**config.mk**
```make
export PLATFORM = sky130hd
export DESIGN_NAME = lfsr_word_collector
export DESIGN_NICKNAME = d
export VERILOG_FILES = /design/src/rtl/lfsr_pkg.sv /design/src/rtl/rng_word_fifo.sv /design/src/rtl/lfsr_word_collector.sv
export SDC_FILE = /design/constraint.sdc
export NUM_CORES = 1
export LEC_CHECK = 0
export BUFFER_PORTS_ARGS = -buffer_cell sky130_fd_sc_hd__buf_2
export CAP_MARGIN = 20
export CORE_ASPECT_RATIO = 1.4
export CORE_MARGIN = 2
export CORE_UTILIZATION = 30
export CTS_CLUSTER_SIZE = 16
export DETAILED_ROUTE_END_ITERATION = 10
export GPL_ROUTABILITY_DRIVEN = 0
export SETUP_SLACK_MARGIN = 0.5
export SLEW_MARGIN = 20
export SYNTH_ARGS = -nofsm -noshare
export SYNTH_HDL_FRONTEND = slang
export SYNTH_SLANG_ARGS = --single-unit
export TNS_END_PERCENT = 100
```
**constraint.sdc**
```tcl
create_clock -name clock -period 2.59 [get_ports clock]
set_clock_uncertainty 0.2 [all_clocks]
set_input_delay 0.3885 -clock clock [delete_from_list [all_inputs] [get_ports clock]]
set_output_delay 0.3885 -clock clock [all_outputs]
set_load 0.02 [all_outputs]
```
**src/rtl/lfsr_pkg.sv**
```systemverilog
// Shared types and defaults for the LFSR word collector and its FIFO.
package lfsr_pkg;

  typedef enum logic [1:0] {
    IDLE,
    COLLECT,
    RESEED_WAIT
  } state_e;

  localparam int DEF_WIDTH  = 8;
  localparam int DEF_DEPTH  = 4;
  localparam int DROP_CNT_W = 8;

endpackage

```
**src/rtl/rng_word_fifo.sv**
```systemverilog
// Synchronous WIDTH x DEPTH word FIFO. A push is accepted when there is room,
// or when the FIFO is full and a pop frees a slot on the same edge.
module rng_word_fifo #(
  parameter int WIDTH = 8,
  parameter int DEPTH = 4
) (
  input  logic             clock,
  input  logic             reset,
  input  logic             push,
  input  logic [WIDTH-1:0] wr_data,
  input  logic             pop,
  output logic [WIDTH-1:0] rd_data,
  output logic             full,
  output logic             empty
);

  localparam int AW = $clog2(DEPTH);
  localparam logic [AW:0] DEPTH_C = (AW + 1)'(DEPTH);

  logic [WIDTH-1:0] mem_q [DEPTH];
  logic [AW-1:0]    wr_ptr_q, rd_ptr_q;
  logic [AW:0]      count_q;
  logic             do_push, do_pop;

  assign full    = (count_q == DEPTH_C);
  assign empty   = (count_q == '0);
  assign do_pop  = pop & ~empty;
  assign do_push = push & (~full | do_pop);
  assign rd_data = empty ? '0 : mem_q[rd_ptr_q];

  // NOTE: storage is not reset; the empty flag masks stale contents, so only
  // pointers and count need a reset value.
  always_ff @(posedge clock) begin
    if (do_push) mem_q[wr_ptr_q] <= wr_data;
  end

  // NOTE: sequential state uses non-blocking assignments so every flop samples
  // pre-edge values regardless of statement order.
  always_ff @(posedge clock) begin
    if (reset) begin
      wr_ptr_q <= '0;
      rd_ptr_q <= '0;
      count_q  <= '0;
    end else begin
      if (do_push) wr_ptr_q <= wr_ptr_q + AW'(1);
      if (do_pop)  rd_ptr_q <= rd_ptr_q + AW'(1);
      if (do_push && !do_pop)      count_q <= count_q + (AW + 1)'(1);
      else if (do_pop && !do_push) count_q <= count_q - (AW + 1)'(1);
    end
  end

endmodule

```
**src/rtl/lfsr_word_collector.sv**
```systemverilog
// Packs the LFSR serial stream into words, buffers them, and requests a reseed
// when too many identical consecutive words indicate a stuck generator.
module lfsr_word_collector
  import lfsr_pkg::*;
#(
  parameter int WIDTH        = DEF_WIDTH,
  parameter int DEPTH        = DEF_DEPTH,
  parameter int REPEAT_LIMIT = 4,
  parameter int SETTLE       = 32
) (
  input  logic                  clock,
  input  logic                  reset,
  input  logic                  enable,
  input  logic                  bit_in,
  input  logic                  bit_valid,
  output logic [WIDTH-1:0]      word_out,
  output logic                  word_valid,
  input  logic                  word_ready,
  output logic                  reseed_req,
  output logic                  stuck,
  input  logic                  clear_stuck,
  output logic [DROP_CNT_W-1:0] drop_count
);

  localparam int BC_W = $clog2(WIDTH);
  localparam int RC_W = $clog2(REPEAT_LIMIT + 1);
  localparam int ST_W = $clog2(SETTLE + 1);
  localparam logic [BC_W-1:0] BC_LAST  = BC_W'(WIDTH - 1);
  localparam logic [RC_W-1:0] RC_LIMIT = RC_W'(REPEAT_LIMIT);
  localparam logic [ST_W-1:0] ST_LAST  = ST_W'(SETTLE - 1);

  state_e                state_q, state_d;
  logic [WIDTH-1:0]      acc_q, acc_d;
  logic [BC_W-1:0]       bit_cnt_q, bit_cnt_d;
  logic [WIDTH-1:0]      prev_word_q, prev_word_d;
  logic                  prev_valid_q, prev_valid_d;
  logic [RC_W-1:0]       repeat_cnt_q, repeat_cnt_d, rep_next;
  logic [ST_W-1:0]       settle_cnt_q, settle_cnt_d;
  logic                  reseed_q, reseed_d;
  logic                  stuck_q, stuck_d;
  logic [DROP_CNT_W-1:0] drop_cnt_q, drop_cnt_d;

  logic [WIDTH-1:0] word_c;
  logic             word_push, word_pop;
  logic             fifo_full, fifo_empty;

  assign word_c     = {acc_q[WIDTH-2:0], bit_in};
  assign word_valid = ~fifo_empty;
  assign word_pop   = word_valid & word_ready;
  assign reseed_req = reseed_q;
  assign stuck      = stuck_q;
  assign drop_count = drop_cnt_q;

  rng_word_fifo #(
    .WIDTH (WIDTH),
    .DEPTH (DEPTH)
  ) u_fifo (
    .clock   (clock),
    .reset   (reset),
    .push    (word_push),
    .wr_data (word_c),
    .pop     (word_pop),
    .rd_data (word_out),
    .full    (fifo_full),
    .empty   (fifo_empty)
  );

  always_comb begin
    // NOTE: every signal gets a default first so no path leaves one unassigned
    // and no latch is inferred.
    state_d      = state_q;
    acc_d        = acc_q;
    bit_cnt_d    = bit_cnt_q;
    prev_word_d  = prev_word_q;
    prev_valid_d = prev_valid_q;
    repeat_cnt_d = repeat_cnt_q;
    settle_cnt_d = settle_cnt_q;
    reseed_d     = 1'b0;
    stuck_d      = stuck_q & ~clear_stuck;
    drop_cnt_d   = drop_cnt_q;
    word_push    = 1'b0;
    rep_next     = repeat_cnt_q;

    unique case (state_q)
      IDLE: begin
        if (enable) state_d = COLLECT;
      end
      COLLECT: begin
        if (!enable) begin
          state_d = IDLE;
        end else if (bit_valid) begin
          acc_d = word_c;
          if (bit_cnt_q == BC_LAST) begin
            bit_cnt_d = '0;
            word_push = 1'b1;
            rep_next  = (prev_valid_q && (word_c == prev_word_q))
                        ? repeat_cnt_q + RC_W'(1) : RC_W'(1);
            // A stuck verdict overrides a same-cycle clear_stuck.
            if (rep_next == RC_LIMIT) begin
              reseed_d     = 1'b1;
              stuck_d      = 1'b1;
              acc_d        = '0;
              repeat_cnt_d = '0;
              prev_valid_d = 1'b0;
              settle_cnt_d = '0;
              state_d      = RESEED_WAIT;
            end else begin
              repeat_cnt_d = rep_next;
              prev_word_d  = word_c;
              prev_valid_d = 1'b1;
            end
          end else begin
            bit_cnt_d = bit_cnt_q + BC_W'(1);
          end
        end
      end
      RESEED_WAIT: begin
        if (settle_cnt_q == ST_LAST) begin
          settle_cnt_d = '0;
          state_d      = enable ? COLLECT : IDLE;
        end else begin
          settle_cnt_d = settle_cnt_q + ST_W'(1);
        end
      end
      default: state_d = IDLE;
    endcase

    if (word_push && fifo_full && !word_pop && (drop_cnt_q != '1))
      drop_cnt_d = drop_cnt_q + DROP_CNT_W'(1);
  end

  always_ff @(posedge clock) begin
    if (reset) begin
      state_q      <= IDLE;
      acc_q        <= '0;
      bit_cnt_q    <= '0;
      prev_word_q  <= '0;
      prev_valid_q <= 1'b0;
      repeat_cnt_q <= '0;
      settle_cnt_q <= '0;
      reseed_q     <= 1'b0;
      stuck_q      <= 1'b0;
      drop_cnt_q   <= '0;
    end else begin
      state_q      <= state_d;
      acc_q        <= acc_d;
      bit_cnt_q    <= bit_cnt_d;
      prev_word_q  <= prev_word_d;
      prev_valid_q <= prev_valid_d;
      repeat_cnt_q <= repeat_cnt_d;
      settle_cnt_q <= settle_cnt_d;
      reseed_q     <= reseed_d;
      stuck_q      <= stuck_d;
      drop_cnt_q   <= drop_cnt_d;
    end
  end

endmodule
```
Word-level counts from Yosys, hierarchy flattened

Memory sizes are Yosys's and may differ from the RTL's. A register that Yosys moved wholly into a read port is not among the register bits.
Cells that the tools add are included.

Output and inout port bits: 19
Bits in writable memories: 32
Bits of input ports: 7
Memories: 1
Register bits after elaboration: 47
Logic and storage cells: 108

Bitwise gates (word level): 13
Multiplexer cells: 37
Eq/ne operators: 17
Reductions and logical operators: 19
$add $sub $neg: 8

Memories:

| name         | words | bits a word | read ports | clocked after Yosys merged registers in | write ports | line                | text |
|---|---|---|---|---|---|---|---|
| u_fifo.mem_q | 4     | 8           | 1          | 1                                       | 1           | rng_word_fifo.sv:20 | `logic [WIDTH-1:0] mem_q [DEPTH];` |

Operator list:

| cell                                                | count |
|---|---|
| two-way mux 6 bit                                   | 5 |
| two-way mux 2 bit                                   | 8 |
| two-way mux 3 bit                                   | 5 |
| AND reduction 5 bit                                 | 3 |
| two-way mux 1 bit                                   | 14 |
| two-way mux 7 bit                                   | 2 |
| inequality test 2 bit, second input constant        | 6 |
| case mux 6 bit (2 select lines)                     | 1 |
| adder 3 x 1 -> 3 bit, second input constant         | 3 |
| equality test 3 bit, second input constant          | 3 |
| inequality test 3 bit, second input constant        | 3 |
| adder 8 x 1 -> 8 bit, second input constant         | 1 |
| equality test 8 bit                                 | 1 |
| two-way mux 8 bit                                   | 1 |
| inequality test 8 bit, second input constant        | 1 |
| NOT 1 bit                                           | 8 |
| adder 6 x 1 -> 6 bit, second input constant         | 1 |
| equality test 6 x 5 -> 1 bit, second input constant | 1 |
| logical AND 1 bit                                   | 6 |
| case mux 2 bit (3 select lines)                     | 1 |
| OR reduction 5 bit                                  | 1 |
| adder 2 x 1 -> 2 bit, second input constant         | 2 |
| bitwise AND 1 bit                                   | 4 |
| AND reduction 4 bit                                 | 1 |
| other kinds (9)                                     | 12 |

Logic depth before layout (Yosys ltp)

Word-level depth: 10
Depth in mapped cells: 10
Gate-level depth less buffers: 10

Hierarchy

Synthesis repeated with hierarchy kept, for this count alone.

Cell total of the unflattened synthesis: 310
Area, all modules: 3,634.7 µm²

By module, submodules not included:

| module              | cells each | instances | area an instance (µm²) | sequential area each (µm²) |
|---|---|---|---|---|
| lfsr_word_collector | 210        | 1         | 1,928.1                | 800.8 |
| rng_word_fifo       | 100        | 1         | 1,706.6                | 1,141.1 |

Worst setup path after synthesis

Ideal clock, no wire load.

Path kind: reg2reg
From: reg bit_cnt_q[0]
To: reg u_fifo.count_q[2]
Clock period less this slack: 2,528 ps
Path slack: 62 ps
Buffers on the path: 0
Stages on the path, launching flop included: 11
Setup time: 71 ps
Data arrival time: 2,258 ps
Required time: 2,319 ps
Path through: dfxtp_1 > ha_1 > ha_1 > nand2_1 > nor2_1 > ha_1 > inv_1 > fa_1 > xor2_1 > or3_1 > a21oi_1

Cells in the longest elaborated chain, start to end: 9
Elaborated cells on any way between the ends: 11
Those cells by class: eq/ne (1); mux (5); bitwise (1); reduce/logical (4)

Ends and longest elaborated chain:

| what                                | line                       | text |
|---|---|---|
| from (decl)                         | lfsr_word_collector.sv:34  | `logic [BC_W-1:0] bit_cnt_q, bit_cnt_d;` |
| from (signal assigned)              | lfsr_word_collector.sv:147 | `bit_cnt_q <= bit_cnt_d;` |
| equality test 3 bit *               | lfsr_word_collector.sv:93  | `if (bit_cnt_q == BC_LAST) begin` |
| two-way mux 1 bit *                 | lfsr_word_collector.sv:93  |  |
| two-way mux 1 bit *                 | lfsr_word_collector.sv:91  | `end else if (bit_valid) begin` |
| two-way mux 1 bit *                 | lfsr_word_collector.sv:89  | `if (!enable) begin` |
| two-way mux 1 bit *                 | lfsr_word_collector.sv:84  | `unique case (state_q)` |
| bitwise AND 1 bit *                 | rng_word_fifo.sv:28        | `assign do_push = push & (~full \| do_pop);` |
| via u_fifo.do_push                  | rng_word_fifo.sv:23        | `logic do_push, do_pop;` |
| zero test 1 bit                     | rng_word_fifo.sv:48        | `else if (do_pop && !do_push) count_q <= count_q - (AW + 1)'(1);` |
| logical AND 1 bit                   | rng_word_fifo.sv:48        |  |
| nonzero test 2 bit (no source line) | --                         |  |
| to (signal assigned)                | rng_word_fifo.sv:47        | `if (do_push && !do_pop) count_q <= count_q + (AW + 1)'(1);` |
| to (signal assigned)                | rng_word_fifo.sv:48        |  |
| to (decl)                           | rng_word_fifo.sv:22        | `logic [AW:0] count_q;` |

The timed path passes the listed nets; every way through them passes the cells marked *.
A chain may end at the register's enable or synchronous reset.

Final worst setup path

From: reg u_fifo.count_q[1]
To: reg u_fifo.count_q[2]

Cells in the longest elaborated chain, start to end: 9
Elaborated cells on any way between the ends: 17
Those cells by class: add/sub (2); eq/ne (1); mux (2); bitwise (6); reduce/logical (6)

Ends and longest elaborated chain:

| what                                | line                                           | text |
|---|---|---|
| zero test 3 bit                     | rng_word_fifo.sv:26                            | `assign empty = (count_q == '0);` |
| NOT 1 bit                           | rng_word_fifo.sv:27, lfsr_word_collector.sv:48 |  |
| bitwise AND 1 bit                   | lfsr_word_collector.sv:49                      | `assign word_pop = word_valid & word_ready;` |
| bitwise AND 1 bit                   | rng_word_fifo.sv:27                            | `assign do_pop = pop & ~empty;` |
| OR 1 bit                            | rng_word_fifo.sv:28                            |  |
| bitwise AND 1 bit                   | rng_word_fifo.sv:28                            |  |
| zero test 1 bit                     | rng_word_fifo.sv:48                            |  |
| logical AND 1 bit                   | rng_word_fifo.sv:48                            |  |
| nonzero test 2 bit (no source line) | --                                             |  |

Several ways; a longest one is shown, not always the timed one. The select of a mux whose other input is x is not followed.

==> metrics.cfg <==
[status]
outcome = complete, no violations

[layout]
diodes = 0
final_area_sq_um = 4542
finalNonFillerCells = 507
area_growth_pct = 27.46
nets = 373
drive_gt1_share_pct = 31.39
final_core_util_pct = 38.81

[worst_setup_path]
crit_arrival_ns = 2.29
worstRegToRegCells = 8
crit_required_ns = 2.64
worst-setup-path-type = reg2reg
r2r-end = u_fifo.count_q[2]$_SDFFE_PP0P_
crit_fanout = 3
cp-start-kind = flop
worstSetupEndpointType = flop
rr_startpoint = u_fifo.count_q[1]$_SDFFE_PP0P_
reg2reg_slack_ns = 0.35

[sta]
finalCritPeriodShare_pct = 86.47
whs_ns = 0.1261
hold_violations = 0
rsz0062_at_grt = yes
drv_slew = 0
setup_viol_count_final = 0
period_needed_ns = 2.240
max_freq_mhz = 446.5
tightestPinTransition_ns = 0.8945
tns_ns = 0
slew_headroom_pct = 40.37

[hold_path]
hp-start = clear_stuck
min_to = stuck$_SDFF_PP0_
hold_path.class = in2reg
holdPathStages = 3

[synthesis]
synthTopCellsByCount = 49 x dfxtp_1, 32 x edfxtp_1, 25 x o21ai_0
synth.cell_area_sq_um = 3563
async_flop_share_pct = 0
yosysWarnings = 0
netlist.area_leader.share_pct = 27.53
syn_nets = 331
synth_flop_cell = dfxtp_1
yosysMostFrequentCell = dfxtp_1
synth.avg_cell_area_sq_um = 11.38
synth_top_cell_by_area = dfxtp_1
yosys.cell_types.count = 47
yosysSeqAreaShare_pct = 54.49
synth_edf_count = 32
syn_inst = 313
synth_area_leaders = dfxtp_1 28%, edfxtp_1 27%, mux4_2 5.1%, xnor2_1 3.9%, ha_1 3.5%
ys_ff_latch = 81

[drt]
first_iter_violations = 97
viasPerCell = 4.783
drt_first_pass_iters = 4
drc = 0
routed-via-count = 2425
antenna_left = 0
drt-total-wl_um = 6830
wl_per_cell_um = 13.47

[clocking]
root_buffer = clkbuf_16
clockBufferDepth = 2
cts_made_buffers = 9
path_clk_slew_ns = 0.06
cts_max_level = 3
cts_tree = done
clock_latency_ns = 0.32
clock_sinks = 81

[placement]
portBuffers = 25
hpwl_um = 4610
placed_area_sq_um = 3933
dp_cells = 481

[floorplan]
rows = 47
start_util_pct = 30.45
io_pins = 26
die_h_um = 133.0
dieArea_sq_um = 12780
dieWidth_um = 96.11
core_sq_um = 11700

[global_routing]
grt_max_degree = 50
grtUsageTotal_pct = 11.44
grt_pass1_wl_um = 11530
first_global_vias = 2424
grt_overflow = 0
antenna_found_initial = 0

[job]
cap_violations = 0

[power]
p_leak_nw = 1.605
cellPowerDensity_nw_per_um2 = 612.2
ir_drop_mv = 0.4420

layout make-up:
class                   count  area [sq um]
flip-flops and latches     81          1962
multi-input cells         216          1718
well taps                 147         183.9
clock inverters             5         103.9
clock buffers              11         232.7
fillers                  1116          7161
inverters                   4         15.01
repair buffers             43         326.6
worst max-delay path: stages (launching register included):
cell and delay [ns]:
dfxtp_4 0.35, or3_4 0.41, nand2_4 0.09, ha_4 0.13
inv_1 0.04, fa_2 0.33, xor2_1 0.15, or3_1 0.32
a21oi_2 0.14
metal layers:
layer  global-route usage, %  up-vias  wire, um
li1                        -     1209         -
met1                   14.55     1166      3060
met2                   18.98       42      3478
met3                   1.765        8       195
met4                   4.841        0        95
met5                       0        -         0
layout by cell type (no fill, tap or decap), types with 8 or more instances in the layout:
cell type / instances
o21ai_0: 25
nand2b_1: 9
nor2b_1: 9
xnor2_1: 14
nor3_1: 9
buf_4: 16
dfxtp_1: 39
buf_2: 17
buf_6: 9
a21oi_1: 10
clkbuf_16: 9
or3_1: 8
nand3_1: 11
nor2_1: 21
edfxtp_1: 32
nand2_1: 15
and2_4: 8
mux4_2: 8
how the worst max path moves through the flow:
stage | startpoint | endpoint | slack [ns] | depth (start not counted)
floorplan | bit_valid | u_fifo.count_q[2]$_SDFFE_PP0P_ | 0.37 | 9
global placement | bit_valid | u_fifo.count_q[2]$_SDFFE_PP0P_ | 0.28 | 10
detailed placement | bit_valid | u_fifo.count_q[2]$_SDFFE_PP0P_ | 0.21 | 10
CTS | u_fifo.count_q[1]$_SDFFE_PP0P_ | u_fifo.count_q[2]$_SDFFE_PP0P_ | 0.36 | 8
global route | u_fifo.count_q[1]$_SDFFE_PP0P_ | u_fifo.count_q[2]$_SDFFE_PP0P_ | 0.24 | 8
finish | u_fifo.count_q[1]$_SDFFE_PP0P_ | u_fifo.count_q[2]$_SDFFE_PP0P_ | 0.35 | 8
kinds of logic after synthesis:
logic type	count (synthesis)	synth area share (%)
simple gates	127	20.65
flops	81	54.49
compound gates	44	7.198
xor+xnor	23	5.653
buf+inv	16	2.036
mux	11	5.899
fa+ha+maj	11	4.073
flip-flops by register name, indices dropped and copies added (netlist names), named ones only:
signal and count:
u_fifo.wr_ptr_q 2, prev_valid_q 1, repeat_cnt_q 3, u_fifo.count_q 3, u_fifo.rd_ptr_q 2, bit_cnt_q 3
settle_cnt_q 6, u_fifo.mem_q 32, acc_q 7, state_q 2, stuck 1, reseed_req 1
drop_count 8, prev_word_q 8
power by group:
part | internal (mW) | switching [mW] | total, mW
Clock | 0.943 | 0.486 | 1.43
Sequential | 1.31 | 0.00218 | 1.32
Combinational | 0.0108 | 0.0237 | 0.0345
Total | 2.27 | 0.512 | 2.78
timing repair:
action,4_1_cts,5_1_grt
hold buffers,0,0
buffers inserted,7,3
resized for setup,39,20
pin swaps,13,5
endpoints found under the setup margin,26,49
metrics by stage:
stage	setup slack, ns	power [mW]
6_report	0.3503	2.781
5_1_grt	0.2431	2.863
4_1_cts	0.3571	2.809
3_5_place_dp	0.2104	1.381
3_3_place_gp	0.2804	1.380
2_1_floorplan	0.3735	1.367
No activity file was read; power rests on OpenSTA's default activity.
